$ cat src/rtl/key_scan_pkg.sv
// Shared types and helpers for the key_scan keypad scanner: FSM states,
// status-LED codes and the hex to seven-segment decode.
package key_scan_pkg;

    typedef enum logic [1:0] {
        ST_SCAN     = 2'd0,
        ST_DEBOUNCE = 2'd1,
        ST_HELD     = 2'd2,
        ST_RELEASE  = 2'd3
    } state_t;

    localparam logic [2:0] RGB_OVERRUN = 3'b100;
    localparam logic [2:0] RGB_HELD    = 3'b010;
    localparam logic [2:0] RGB_IDLE    = 3'b001;

    // Active-low {DP,g,f,e,d,c,b,a}; DP always off.
    function automatic logic [7:0] hex_to_seg(input logic [3:0] i_hex);
        logic [7:0] v_seg;
        case (i_hex)
            4'h0:    v_seg = 8'hC0;
            4'h1:    v_seg = 8'hF9;
            4'h2:    v_seg = 8'hA4;
            4'h3:    v_seg = 8'hB0;
            4'h4:    v_seg = 8'h99;
            4'h5:    v_seg = 8'h92;
            4'h6:    v_seg = 8'h82;
            4'h7:    v_seg = 8'hF8;
            4'h8:    v_seg = 8'h80;
            4'h9:    v_seg = 8'h90;
            4'hA:    v_seg = 8'h88;
            4'hB:    v_seg = 8'h83;
            4'hC:    v_seg = 8'hC6;
            4'hD:    v_seg = 8'hA1;
            4'hE:    v_seg = 8'h86;
            default: v_seg = 8'h8E;
        endcase
        return v_seg;
    endfunction

endpackage

$ cat src/rtl/key_scan_seg7_hex.sv
// Combinational 4-bit hex to active-low seven-segment cathode decoder.
module seg7_hex
    import key_scan_pkg::*;
(
    input  logic [3:0] i_hex,
    output logic [7:0] o_cathode_c
);

    assign o_cathode_c = hex_to_seg(i_hex);

endmodule

$ cat src/rtl/key_scan.sv
// Row-scanned keypad matrix reader with press/release debounce, valid/ready key
// handoff, sticky overrun, status LED and hex display. Define KEY_SCAN_REPEAT_EN
// to re-accept a held key every 16*DEBOUNCE_CYCLES cycles.
module key_scan
    import key_scan_pkg::*;
#(
    parameter  int unsigned ROWS            = 4,
    parameter  int unsigned COLS            = 4,
    parameter  int unsigned SCAN_DIV        = 1000,
    parameter  int unsigned DEBOUNCE_CYCLES = 50000,
    localparam int unsigned CW              = (ROWS * COLS > 1) ? $clog2(ROWS * COLS) : 1
) (
    input  logic            clk,
    input  logic            reset,
    output logic [ROWS-1:0] ROW_N,
    input  logic [COLS-1:0] COL_N,
    output logic [CW-1:0]   KEY,
    output logic            KEY_VALID,
    input  logic            KEY_READY,
    output logic            HELD,
    output logic            OVERRUN,
    output logic [2:0]      RGB,
    output logic [7:0]      cathode
);

    localparam int unsigned RW   = (ROWS > 1) ? $clog2(ROWS) : 1;
    localparam int unsigned CLW  = (COLS > 1) ? $clog2(COLS) : 1;
    localparam int unsigned DIVW = $clog2(SCAN_DIV);
    localparam int unsigned CNTW = $clog2(DEBOUNCE_CYCLES + 1);

    state_t          r_state;
    logic [RW-1:0]   r_row;
    logic [CLW-1:0]  r_col;
    logic [DIVW-1:0] r_div;
    logic [CNTW-1:0] r_cnt;
    logic [ROWS-1:0] r_row_n;
    logic [CW-1:0]   r_key;
    logic            r_key_valid;
    logic            r_held;
    logic            r_overrun;
    logic [2:0]      r_rgb;
    logic [7:0]      r_cathode;

    logic            w_any_low;
    logic [CLW-1:0]  w_low_col;
    logic            w_col_n;
    logic [RW-1:0]   w_row_inc;
    logic            w_cnt_done;
    logic            w_press;
    logic            w_release;
    logic            w_repeat;
    logic            w_accept;
    logic            w_load;
    logic [CW-1:0]   w_code;
    logic [CW-1:0]   w_key_nxt;
    logic            w_valid_nxt;
    logic            w_held_nxt;
    logic            w_ovr_nxt;
    logic [2:0]      w_rgb_nxt;
    logic [7:0]      w_seg_c;

    function automatic logic [ROWS-1:0] row_drive(input logic [RW-1:0] i_row);
        return ~(ROWS'(1) << i_row);
    endfunction

    // Lowest-numbered active column wins when several are down.
    always_comb begin
        w_any_low = 1'b0;
        w_low_col = '0;
        for (int c = int'(COLS) - 1; c >= 0; c--) begin
            if (!COL_N[c]) begin
                w_any_low = 1'b1;
                w_low_col = CLW'(c);
            end
        end
    end

    assign w_col_n    = COL_N[r_col];
    assign w_row_inc  = (r_row == RW'(ROWS - 1)) ? '0 : r_row + RW'(1);
    assign w_cnt_done = (r_cnt == CNTW'(DEBOUNCE_CYCLES - 1));
    assign w_press    = (r_state == ST_DEBOUNCE) && !w_col_n && w_cnt_done;
    assign w_release  = (r_state == ST_RELEASE) && w_col_n && w_cnt_done;
    assign w_accept   = w_press || w_repeat;
    assign w_code     = CW'(32'(r_row) * COLS + 32'(r_col));

`ifdef KEY_SCAN_REPEAT_EN
    localparam int unsigned RPT  = 16 * DEBOUNCE_CYCLES;
    localparam int unsigned RPTW = $clog2(RPT + 1);

    logic [RPTW-1:0] r_rpt;
    logic            w_rpt_done;

    assign w_rpt_done = (r_rpt == RPTW'(RPT - 1));
    assign w_repeat   = (r_state == ST_HELD) && !w_col_n && w_rpt_done;

    // Repeat timer runs only while the key sits in HELD.
    always_ff @(posedge clk) begin
        if (reset || r_state != ST_HELD || w_rpt_done) begin
            r_rpt <= '0;
        end else begin
            r_rpt <= r_rpt + RPTW'(1);
        end
    end
`else
    assign w_repeat = 1'b0;
`endif

    // Handoff: an acceptance loads KEY unless a key is pending and not being taken.
    always_comb begin
        w_load      = w_accept && (!r_key_valid || KEY_READY);
        w_key_nxt   = w_load ? w_code : r_key;
        w_valid_nxt = w_load || (r_key_valid && !KEY_READY);
        w_ovr_nxt   = r_overrun || (w_accept && r_key_valid && !KEY_READY);
        w_held_nxt  = (r_held || w_press) && !w_release;
        w_rgb_nxt   = RGB_IDLE;
        if (w_ovr_nxt) begin
            w_rgb_nxt = RGB_OVERRUN;
        end else if (w_held_nxt) begin
            w_rgb_nxt = RGB_HELD;
        end
    end

    seg7_hex u_seg7_hex (
        .i_hex       (4'(w_key_nxt)),
        .o_cathode_c (w_seg_c)
    );

    always_ff @(posedge clk) begin
        if (reset) begin
            r_state <= ST_SCAN;
            r_row   <= '0;
            r_col   <= '0;
            r_div   <= '0;
            r_cnt   <= '0;
            r_row_n <= row_drive('0);
        end else begin
            case (r_state)
                ST_SCAN: begin
                    if (r_div == DIVW'(SCAN_DIV - 1)) begin
                        r_div <= '0;
                        if (w_any_low) begin
                            r_col   <= w_low_col;
                            r_cnt   <= '0;
                            r_state <= ST_DEBOUNCE;
                        end else begin
                            r_row   <= w_row_inc;
                            r_row_n <= row_drive(w_row_inc);
                        end
                    end else begin
                        r_div <= r_div + DIVW'(1);
                    end
                end
                ST_DEBOUNCE: begin
                    if (w_col_n) begin
                        r_state <= ST_SCAN;
                        r_row   <= w_row_inc;
                        r_row_n <= row_drive(w_row_inc);
                    end else if (w_cnt_done) begin
                        r_state <= ST_HELD;
                    end else begin
                        r_cnt <= r_cnt + CNTW'(1);
                    end
                end
                ST_HELD: begin
                    if (w_col_n) begin
                        r_cnt   <= '0;
                        r_state <= ST_RELEASE;
                    end
                end
                ST_RELEASE: begin
                    if (!w_col_n) begin
                        r_state <= ST_HELD;
                    end else if (w_cnt_done) begin
                        r_state <= ST_SCAN;
                        r_row   <= w_row_inc;
                        r_row_n <= row_drive(w_row_inc);
                    end else begin
                        r_cnt <= r_cnt + CNTW'(1);
                    end
                end
                default: begin
                    r_state <= ST_SCAN;
                end
            endcase
        end
    end

    always_ff @(posedge clk) begin
        if (reset) begin
            r_key       <= '0;
            r_key_valid <= 1'b0;
            r_held      <= 1'b0;
            r_overrun   <= 1'b0;
            r_rgb       <= RGB_IDLE;
            r_cathode   <= 8'hC0;
        end else begin
            r_key       <= w_key_nxt;
            r_key_valid <= w_valid_nxt;
            r_held      <= w_held_nxt;
            r_overrun   <= w_ovr_nxt;
            r_rgb       <= w_rgb_nxt;
            r_cathode   <= w_seg_c;
        end
    end

    assign ROW_N     = r_row_n;
    assign KEY       = r_key;
    assign KEY_VALID = r_key_valid;
    assign HELD      = r_held;
    assign OVERRUN   = r_overrun;
    assign RGB       = r_rgb;
    assign cathode   = r_cathode;

endmodule

$ cat config.mk
export PLATFORM = sky130hd
export DESIGN_NAME = key_scan
export DESIGN_NICKNAME = d
export VERILOG_FILES = /design/src/rtl/key_scan_pkg.sv /design/src/rtl/key_scan_seg7_hex.sv /design/src/rtl/key_scan.sv
export SDC_FILE = /design/constraint.sdc
export NUM_CORES = 1
export LEC_CHECK = 0
export BUFFER_PORTS_ARGS = -buffer_cell sky130_fd_sc_hd__buf_2
export CAP_MARGIN = 20
export CORE_ASPECT_RATIO = 1.75
export CORE_MARGIN = 2
export CORE_UTILIZATION = 52
export DETAILED_ROUTE_END_ITERATION = 7
export PLACE_DENSITY_LB_ADDON = 0.15
export SKIP_CTS_REPAIR_TIMING = 1
export SKIP_LAST_GASP = 1
export SLEW_MARGIN = 5
export SYNTH_ARGS = -nofsm -noshare
export SYNTH_HDL_FRONTEND = slang
export SYNTH_HIERARCHICAL = 1
export SYNTH_SLANG_ARGS = --single-unit
$ cat constraint.sdc
create_clock -name clk -period 2.9 [get_ports clk]
set_input_delay 0.435 -clock clk [delete_from_list [all_inputs] [get_ports clk]]
set_output_delay 0.435 -clock clk [all_outputs]
set_load 0.01 [all_outputs]
* Word level (Yosys, flattened, before mapping)
Memories as Yosys holds them, arrays and structs flattened. A register that Yosys moved wholly into a read port is not among the register bits. Index checks and enable logic that the tools add are counted.
Operators by class: $add $sub $neg 4, order comparisons 1, equality and inequality tests 16, shift-type cells 1, muxes and demuxes 42, bitwise operators 1, reductions and logical operators 24
Operator list (number):
- 16-bit two-way mux | 6
- 16-bit case mux with 4 select lines | 1
- 2-bit two-way mux | 18
- 4-bit two-way mux | 6
- 16-bit by 1-bit adder with 16-bit output, second input constant | 1
- 16-bit equality test, second input constant | 1
- 2-bit != test, second input constant | 8
- 4-bit case mux with 3 select lines | 1
- 10-bit by 1-bit adder with 10-bit output, second input constant | 1
- 10-bit equality test, second input constant | 1
- 10-bit two-way mux | 1
- 5-bit AND reduction | 2
- 1-bit logical AND | 9
- 2-bit case mux with 4 select lines | 1
- 2-bit equality test, second input constant | 3
- 3-bit != test, second input constant | 2
- 2-bit case mux with 3 select lines | 1
- 6-bit AND reduction | 1
- 1-bit two-way mux | 5
- 4-bit by 2-bit adder with 4-bit output | 1
- 1-bit logical NOT | 4
- 1-bit logical OR | 4
- 4-bit NOT | 1
- 1-bit by 2-bit left shift with 4-bit output, first input constant | 1
- other kinds (9) | 9
Word-level totals: flip-flop bits (word level) 54, ROM bits 112, input bits 7, output and inout port bits 22, logic and storage cells 103, memories 1
Memories:
- (no name shown) | depth 16, width 7, rd ports 1, clocked after memory_dff 1, wr ports 0, RTL line key_scan_pkg.sv:19 | case (i_hex)

* Logic depth before layout (Yosys ltp)
Gate-level depths: netlist (run 1).
depth after elaboration 9, gate-level depth with buffers 11, gate-level depth less buffers 11

* By module
The synthesis (run 1) kept the hierarchy.
By module, submodules not included:
- key_scan | times used 1, cells an instance 255, area each 2379.8 um^2, sequential area each 1061.0 um^2
- seg7_hex | times used 1, cells an instance 34, area each 286.5 um^2, sequential area each 0.0 um^2

* Least setup slack after synthesis (run 1)
No wires, ideal clock.
path type reg2reg, start register r_cnt[4], end register r_cathode[0] (netlist: cathode[0]), setup time 66 ps, data arrival time 3108 ps, data required time 2834 ps, slack -274 ps, stages on the path, launching flop included 11, path buffers 0, clock period less this slack 3174 ps, path through dfxtp_1 -> or4b_4 -> nor4_4 -> nor4b_4 -> mux2_2 -> inv_1 -> ha_1 -> and2b_2 -> or3b_1 -> o21ai_0 -> nor2b_1
Between the ends: longest elaborated chain between the ends 4
RTL lines:
- start, declared | RTL line key_scan.sv:35 | logic [CNTW-1:0] r_cnt;
- start signal, assigned | RTL line key_scan.sv:161 | r_cnt <= r_cnt + CNTW'(1);
- start signal, assigned | RTL line key_scan.sv:178 | r_cnt <= r_cnt + CNTW'(1);
- 16-bit equality test | RTL line key_scan.sv:80 | assign w_cnt_done = (r_cnt == CNTW'(DEBOUNCE_CYCLES - 1));
- 1-bit logical AND | RTL line key_scan.sv:81 | assign w_press = (r_state == ST_DEBOUNCE) && !w_col_n && w_cnt_done;
- 1-bit logical AND | RTL line key_scan.sv:110 | w_load = w_accept && (!r_key_valid || KEY_READY);
- 4-bit two-way mux | RTL line key_scan.sv:111 | w_key_nxt = w_load ? w_code : r_key;
- net w_key_nxt[1] | RTL line key_scan.sv:55 | logic [CW-1:0] w_key_nxt;
- end, declared | RTL line key_scan.sv:42 | logic [7:0] r_cathode;
The timed path passes the listed nets, and every way through them passes these cells. A chain may end at the register's enable or synchronous reset.

* Worst setup path in the final report (run 1)
start register r_cnt[5], end register r_cathode[6] (netlist: cathode[6])
Same word-level chain as after synthesis.

==> results of run 1 <==
path summary, 6_finish.rpt:
kind | start | end | slack [ps] | cells past startpoint
worst max register to register | r_cnt[5]$_SDFFE_PP0P_ | cathode[6]$_SDFF_PP1_ | -70 | 9
worst min register to register | r_cnt[6]$_SDFFE_PP0P_ | r_cnt[6]$_SDFFE_PP0P_ | 480 | 2
worst min-delay path | COL_N[0] | r_col[1]$_SDFFE_PP0P_ | 420 | 3
worst max-delay path | r_cnt[5]$_SDFFE_PP0P_ | cathode[6]$_SDFF_PP1_ | -70 | 9
cell type report:
| class | instances | area [µm²] | area share [%] |
|---|---|---|---|
| clock buffer | 5 | 68.8 | 2.16 |
| clock inverter | 3 | 17.5 | 0.549 |
| inverter | 13 | 56.3 | 1.77 |
| multi-input combinational | 210 | 1550 | 48.7 |
| sequential | 53 | 1070 | 33.5 |
| tap | 54 | 67.6 | 2.12 |
| timing repair buffer | 55 | 355 | 11.1 |
per-layer routing:
metal	part of all wire, %	vias up	track usage (%)
li1	-	1113	-
met1	39	1023	20.8
met2	54	34	36.9
met3	2.3	19	3.02
met4	4.7	0	13.8
met5	0	-	0
worst max-delay path: cells and delay by family, from the launching register on:
family | cells | cell delay (ps)
and+or+nand+nor | 4 | 1400
adders and majority gates | 1 | 150
DFF | 1 | 330
AOI/OAI and AO/OA | 1 | 200
buffers and inverters | 1 | 140
muxes | 2 | 650
where the power goes:
group          total (mW)  leakage (nW)  switching (mW)  internal (mW)
Sequential          0.735         0.431         0.00353          0.731
Combinational      0.0394         0.805          0.0250         0.0144
Clock               0.410        0.0439           0.243          0.167
kinds of logic after synthesis:
logic type	Yosys count	synth area share, %
AOI/OAI and AO/OA	46	11.5
xor gates and xnor gates	14	4.60
adders and majority gates	13	6.10
buffers and inverters	26	4.46
DFF	53	39.8
muxes	18	8.17
other	1	0.141
and+or+nand+nor	118	25.2
sequential cells by signal (all words and copies together), names as in the netlist, named ones only:
| name | count |
|---|---|
| HELD | 1 |
| KEY | 4 |
| KEY_VALID | 1 |
| OVERRUN | 1 |
| RGB | 2 |
| ROW_N | 4 |
| cathode | 8 |
| r_cnt | 16 |
| r_col | 2 |
| r_div | 10 |
| r_row | 2 |
| r_state | 1 |
Yosys cell counts (all sizes together) (5+ instances only):
| master | instances | share of area, % |
|---|---|---|
| nand3 | 10 | 1.9 |
| mux2 | 7 | 3.0 |
| nor2b | 13 | 3.1 |
| dfxtp | 53 | 40 |
| inv | 13 | 1.8 |
| ha | 13 | 6.1 |
| mux2i | 9 | 3.4 |
| a21oi | 18 | 3.4 |
| o21ai | 7 | 1.3 |
| nor2 | 32 | 4.5 |
| and2 | 5 | 1.2 |
| nand2 | 19 | 2.7 |
| o31ai | 5 | 1.4 |
| nand4 | 7 | 1.6 |
| clkbuf | 7 | 0.99 |
| buf | 6 | 1.6 |
| xnor2 | 10 | 3.3 |
stage by stage:
| stage | cell area (µm²) | setup TNS, ps | hold slack (ps) |
|---|---|---|---|
| after floorplan | 2710 | -353 | 452 |
| after global placement | 3020 | 0 | 476 |
| after detailed placement | 3020 | -28.9 | 491 |
| after CTS | 3110 | -112 | 409 |
| after global routing | 3190 | -501 | 433 |
| final | 3190 | -99.0 | 418 |
==> impl_metrics.env, run 1 <==
export IMPL_outcome="complete, but fails checks"
export IMPL_violations="setup timing"
export IMPL_route_detailed_wl_per_inst_um=14.0
export IMPL_die_area_um2=5740
export IMPL_ys_seq_area_share_pct=39.8
export IMPL_cts_buffers=5
export IMPL_setup_slack_ps=-71.8
export IMPL_max_stage_delay_ps=540
export IMPL_cts_tree="done"
export IMPL_mostFrequentLayoutCell="dfxtp_1"
export IMPL_crit_chain="or4b_4 -> nor4_4 -> nor4b_4 -> mux2_4 -> buf_12 -> ha_4 -> mux2_4 -> a22o_1 -> or2_4"
export IMPL_via_per_inst=5.57
export IMPL_grt_pass1_wl_um=9070
export IMPL_worst_pin_slew_ps=600
export IMPL_power_mw=1.18
export IMPL_clkLatencyLatePin_ps=310
export IMPL_crit_top_cell="mux2_4"
export IMPL_drc=0
export IMPL_clkSinkCount=53
export IMPL_dp_slack_ps=-22.1
export IMPL_end_kind="register"
export IMPL_mostFrequentLayoutCells="dfxtp_1 (47), nor2_1 (32), buf_2 (28)"
export IMPL_drt_pass1_iterations=4
export IMPL_routed_wl_um=5510
export IMPL_area_growth_pct=19.6
export IMPL_grt_max_degree=34
export IMPL_synth_edf_count=0
export IMPL_fmax_mhz=336
export IMPL_final_cell_count_no_fill=393
export IMPL_synthesis_area_um2=2670
export IMPL_gr_total_overflow=0
export IMPL_vias=2189
export IMPL_synth_cell_types=54
export IMPL_drt_iter0_drc=55
export IMPL_max_clock_path_buffers=2
export IMPL_arrival_ps=3170
export IMPL_cts_max_level=2
export IMPL_ys_warn_count=6
export IMPL_ys_ff_latch=53
export IMPL_setup_viol_count_final=3
export IMPL_synth_avg_cell_area_um2=9.23
export IMPL_hold_class="input pin to register"
export IMPL_yosys_most_used_dff="dfxtp_1"
export IMPL_worstSetupPathType="register to register"
export IMPL_rows=34
export IMPL_dieHeight_um=98.7
export IMPL_dp_cells=381
export IMPL_post_route_util_pct=64.1
export IMPL_power_density_nw_per_um2=372
export IMPL_path_clk_slew_ps=100
export IMPL_first_global_vias=2135
export IMPL_p_leak_nw=1.28
export IMPL_drive_above_1_share_pct=29.5
export IMPL_peakVddDrop_mv=0.272
export IMPL_rsz0062_at_grt="yes"
export IMPL_nets=358
export IMPL_crit_path_start_kind="register"
export IMPL_diodes=0
export IMPL_gp_congestion=0.883
export IMPL_period_share_pct=102
export IMPL_ant_nets=0
export IMPL_track_usage_pct=20.5
export IMPL_syn_nets=309
export IMPL_synthCells=289
export IMPL_num_fill_cells=442
export IMPL_period_needed_ps=2970
export IMPL_antenna_found_initial=0
export IMPL_boundaryPins=29
export IMPL_relSlewSlack_pct=59.0
export IMPL_dp_hpwl_um=4170
export IMPL_worstPathRequired_ps=3100
export IMPL_maxCapViolCount=0
export IMPL_io_buffer_count=28
export IMPL_finClkSkew_ps=7.38
export IMPL_path_max_fanout=4
export IMPL_slowest_stage="or4b_4"
export IMPL_die_w_um=58.1
export IMPL_hold_viol=0
export IMPL_ys_async_sr_fraction_pct=0
export IMPL_core_area_um2=4980
export IMPL_cts_root_buffer="clkbuf_8"
export IMPL_start_util_pct=53.6
export IMPL_final_max_slew_viol_count=0
No activity file was read; power rests on OpenSTA's default activity.
==> inputs of run 2 (changes only) <==
Settings changed: BUFFER_PORTS_ARGS -buffer_cell sky130_fd_sc_hd__buf_2 to default, CORE_ASPECT_RATIO 1.75 to default, CORE_UTILIZATION 52 to 57, DONT_BUFFER_PORTS from default to 1.
Clock period 2.9 ns to 2.4 ns, I/O delays scaled along.
==> run 2 against run 1 <==
Effect of this change: the flow still finishes with violations (setup timing); wire length grew 5.2%; combinational power is 24% lower; maximum frequency down 0.15%; via count increased by 0.91%; clock power up 24%; sequential cell count did not move; critical path depth is 1 higher; first-iteration DRC count up 58%; non-clock buffer count is 8 lower; sequential power increased by 21%; critical path type unchanged; sequential share of layout area down 0.44 points; design area is 1.2% higher.
==> impl_metrics.env, run 2 (same netlist as run 1, synthesis figures left out) <==
export IMPL_nets=352
export IMPL_die_w_um=72.4
export IMPL_start_util_pct=60.0
export IMPL_arrival_ps=3230
export IMPL_gp_congestion=0.822
export IMPL_violations="setup timing"
export IMPL_drive_above_1_share_pct=28.8
export IMPL_wl_met3_um=260
export IMPL_register_area_um2=1070
export IMPL_core_area_um2=4440
export IMPL_period_share_pct=124
export IMPL_route_detailed_wl_per_inst_um=15.1
export IMPL_mostFrequentLayoutCells="dfxtp_1 (48), buf_4 (44), nor2_1 (32)"
export IMPL_timing_reg2reg_setup_slack_ps=-580
export IMPL_cts_tree="done"
export IMPL_antenna_found_initial=0
export IMPL_finalSetupTns_ps=-3830
export IMPL_critPathCapture="cathode[0]$_SDFF_PP0_"
export IMPL_finClkSkew_ps=6.68
export IMPL_boundaryPins=29
export IMPL_worstSetupPathType="register to register"
export IMPL_drc=0
export IMPL_rsz0062_at_grt="yes"
export IMPL_route_met2_wl_um=2890
export IMPL_outcome="complete, but fails checks"
export IMPL_clkSinkCount=53
export IMPL_path_clk_slew_ps=100
export IMPL_critPathBufInv=1
export IMPL_setup_slack_ps=-576
export IMPL_final_max_slew_viol_count=0
export IMPL_path_max_fanout=6
export IMPL_diodes=0
export IMPL_max_clock_path_buffers=2
export IMPL_power_density_nw_per_um2=443
export IMPL_hold_ws_ps=107
export IMPL_area_growth_pct=21.0
export IMPL_drt_iter0_drc=87
export IMPL_regMostFlops="r_cnt"
export IMPL_crit_family="simple AND/OR/NAND/NOR gates"
export IMPL_io_buffer_count=0
export IMPL_fmax_mhz=336
export IMPL_mostFrequentLayoutCell="dfxtp_1"
export IMPL_hold_class="input pin to register"
export IMPL_vias=2209
export IMPL_dieHeight_um=72.4
export IMPL_multi_input_area_um2=1580
export IMPL_clkLatencyLatePin_ps=310
export IMPL_worstSetupPathDepth=10
export IMPL_post_route_util_pct=72.6
export IMPL_end_kind="register"
export IMPL_ant_nets=0
export IMPL_crit_start="r_cnt[5]$_SDFFE_PP0P_"
export IMPL_rows=24
export IMPL_cts_buffers=5
export IMPL_routed_wl_um=5800
export IMPL_largest_reg_flops=16
export IMPL_crit_path_start_kind="register"
export IMPL_worstRegToRegCells=10
export IMPL_cts_root_buffer="clkbuf_8"
export IMPL_die_area_um2=5240
export IMPL_drt_pass1_iterations=4
export IMPL_timing_rr_start="r_cnt[5]$_SDFFE_PP0P_"
export IMPL_crit_chain="or4b_4 -> nor4_4 -> nor4b_4 -> mux2_4 -> inv_6 -> ha_4 -> and2b_2 -> or3b_1 -> o21ai_1 -> nor2b_1"
export IMPL_worstPathRequired_ps=2650
export IMPL_gr_total_overflow=0
export IMPL_period_needed_ps=2980
export IMPL_maxCapViolCount=0
export IMPL_grt_max_degree=34
export IMPL_grt_pass1_wl_um=9240
export IMPL_p_leak_nw=1.28
export IMPL_m1WireLength_um=2550
export IMPL_peakVddDrop_mv=0.340
export IMPL_slowest_stage="or4b_4"
export IMPL_max_stage_delay_ps=540
export IMPL_first_global_vias=1958
export IMPL_highest_layer="met4"
export IMPL_num_fill_cells=327
export IMPL_hold_viol=0
export IMPL_track_usage_pct=22.7
export IMPL_setup_viol_count_final=9
export IMPL_cts_max_level=2
export IMPL_via_per_inst=5.74
export IMPL_dp_hpwl_um=4130
export IMPL_dp_slack_ps=-557
export IMPL_power_mw=1.43
export IMPL_r2r_end="cathode[0]$_SDFF_PP0_"
[run 2: cell type report]
| type | count | area share, % |
|---|---|---|
| Inverter | 13 | 1.74 |
| Multi-Input combinational cell | 212 | 49.1 |
| Sequential cell | 53 | 33.1 |
| Clock buffer | 5 | 2.13 |
| Clock inverter | 3 | 0.659 |
| Timing Repair Buffer | 47 | 11.3 |
| Tap cell | 52 | 2.02 |
[run 2: worst min path at each step]
stage / slack [ps] / cells after the start / endpoint / startpoint
after global routing: 90 / 1 / r_div[2]$_SDFFE_PP0P_ / reset
after floorplan: 450 / 2 / r_cnt[13]$_SDFFE_PP0P_ / r_cnt[13]$_SDFFE_PP0P_
after detailed placement: 440 / 1 / r_cnt[0]$_SDFFE_PP0P_ / reset
after CTS: 100 / 1 / r_cnt[0]$_SDFFE_PP0P_ / reset
final: 110 / 1 / cathode[4]$_SDFF_PP0_ / reset
after global placement: 430 / 1 / r_div[1]$_SDFFE_PP0P_ / reset
[run 2: metal layers]
layer / track usage [%] / vias to the layer above
met5: 0 / -
met4: 10.1 / 0
met3: 5.56 / 11
met2: 37.3 / 49
met1: 28.2 / 1042
li1: - / 1107
[run 2: where the power goes]
part,switching [mW],internal (mW),leakage [nW]
clock network,0.303,0.207,0.0445
registers,0.00532,0.884,0.430
logic,0.0171,0.0128,0.801
total,0.325,1.10,1.28
[run 2: stage by stage]
step / cell area [µm²] / instances
floorplan: 2710 / 289
detailed placement: 3000 / 368
global placement: 3000 / 368
finish: 3230 / 385
global route: 3230 / 385
CTS: 3090 / 376
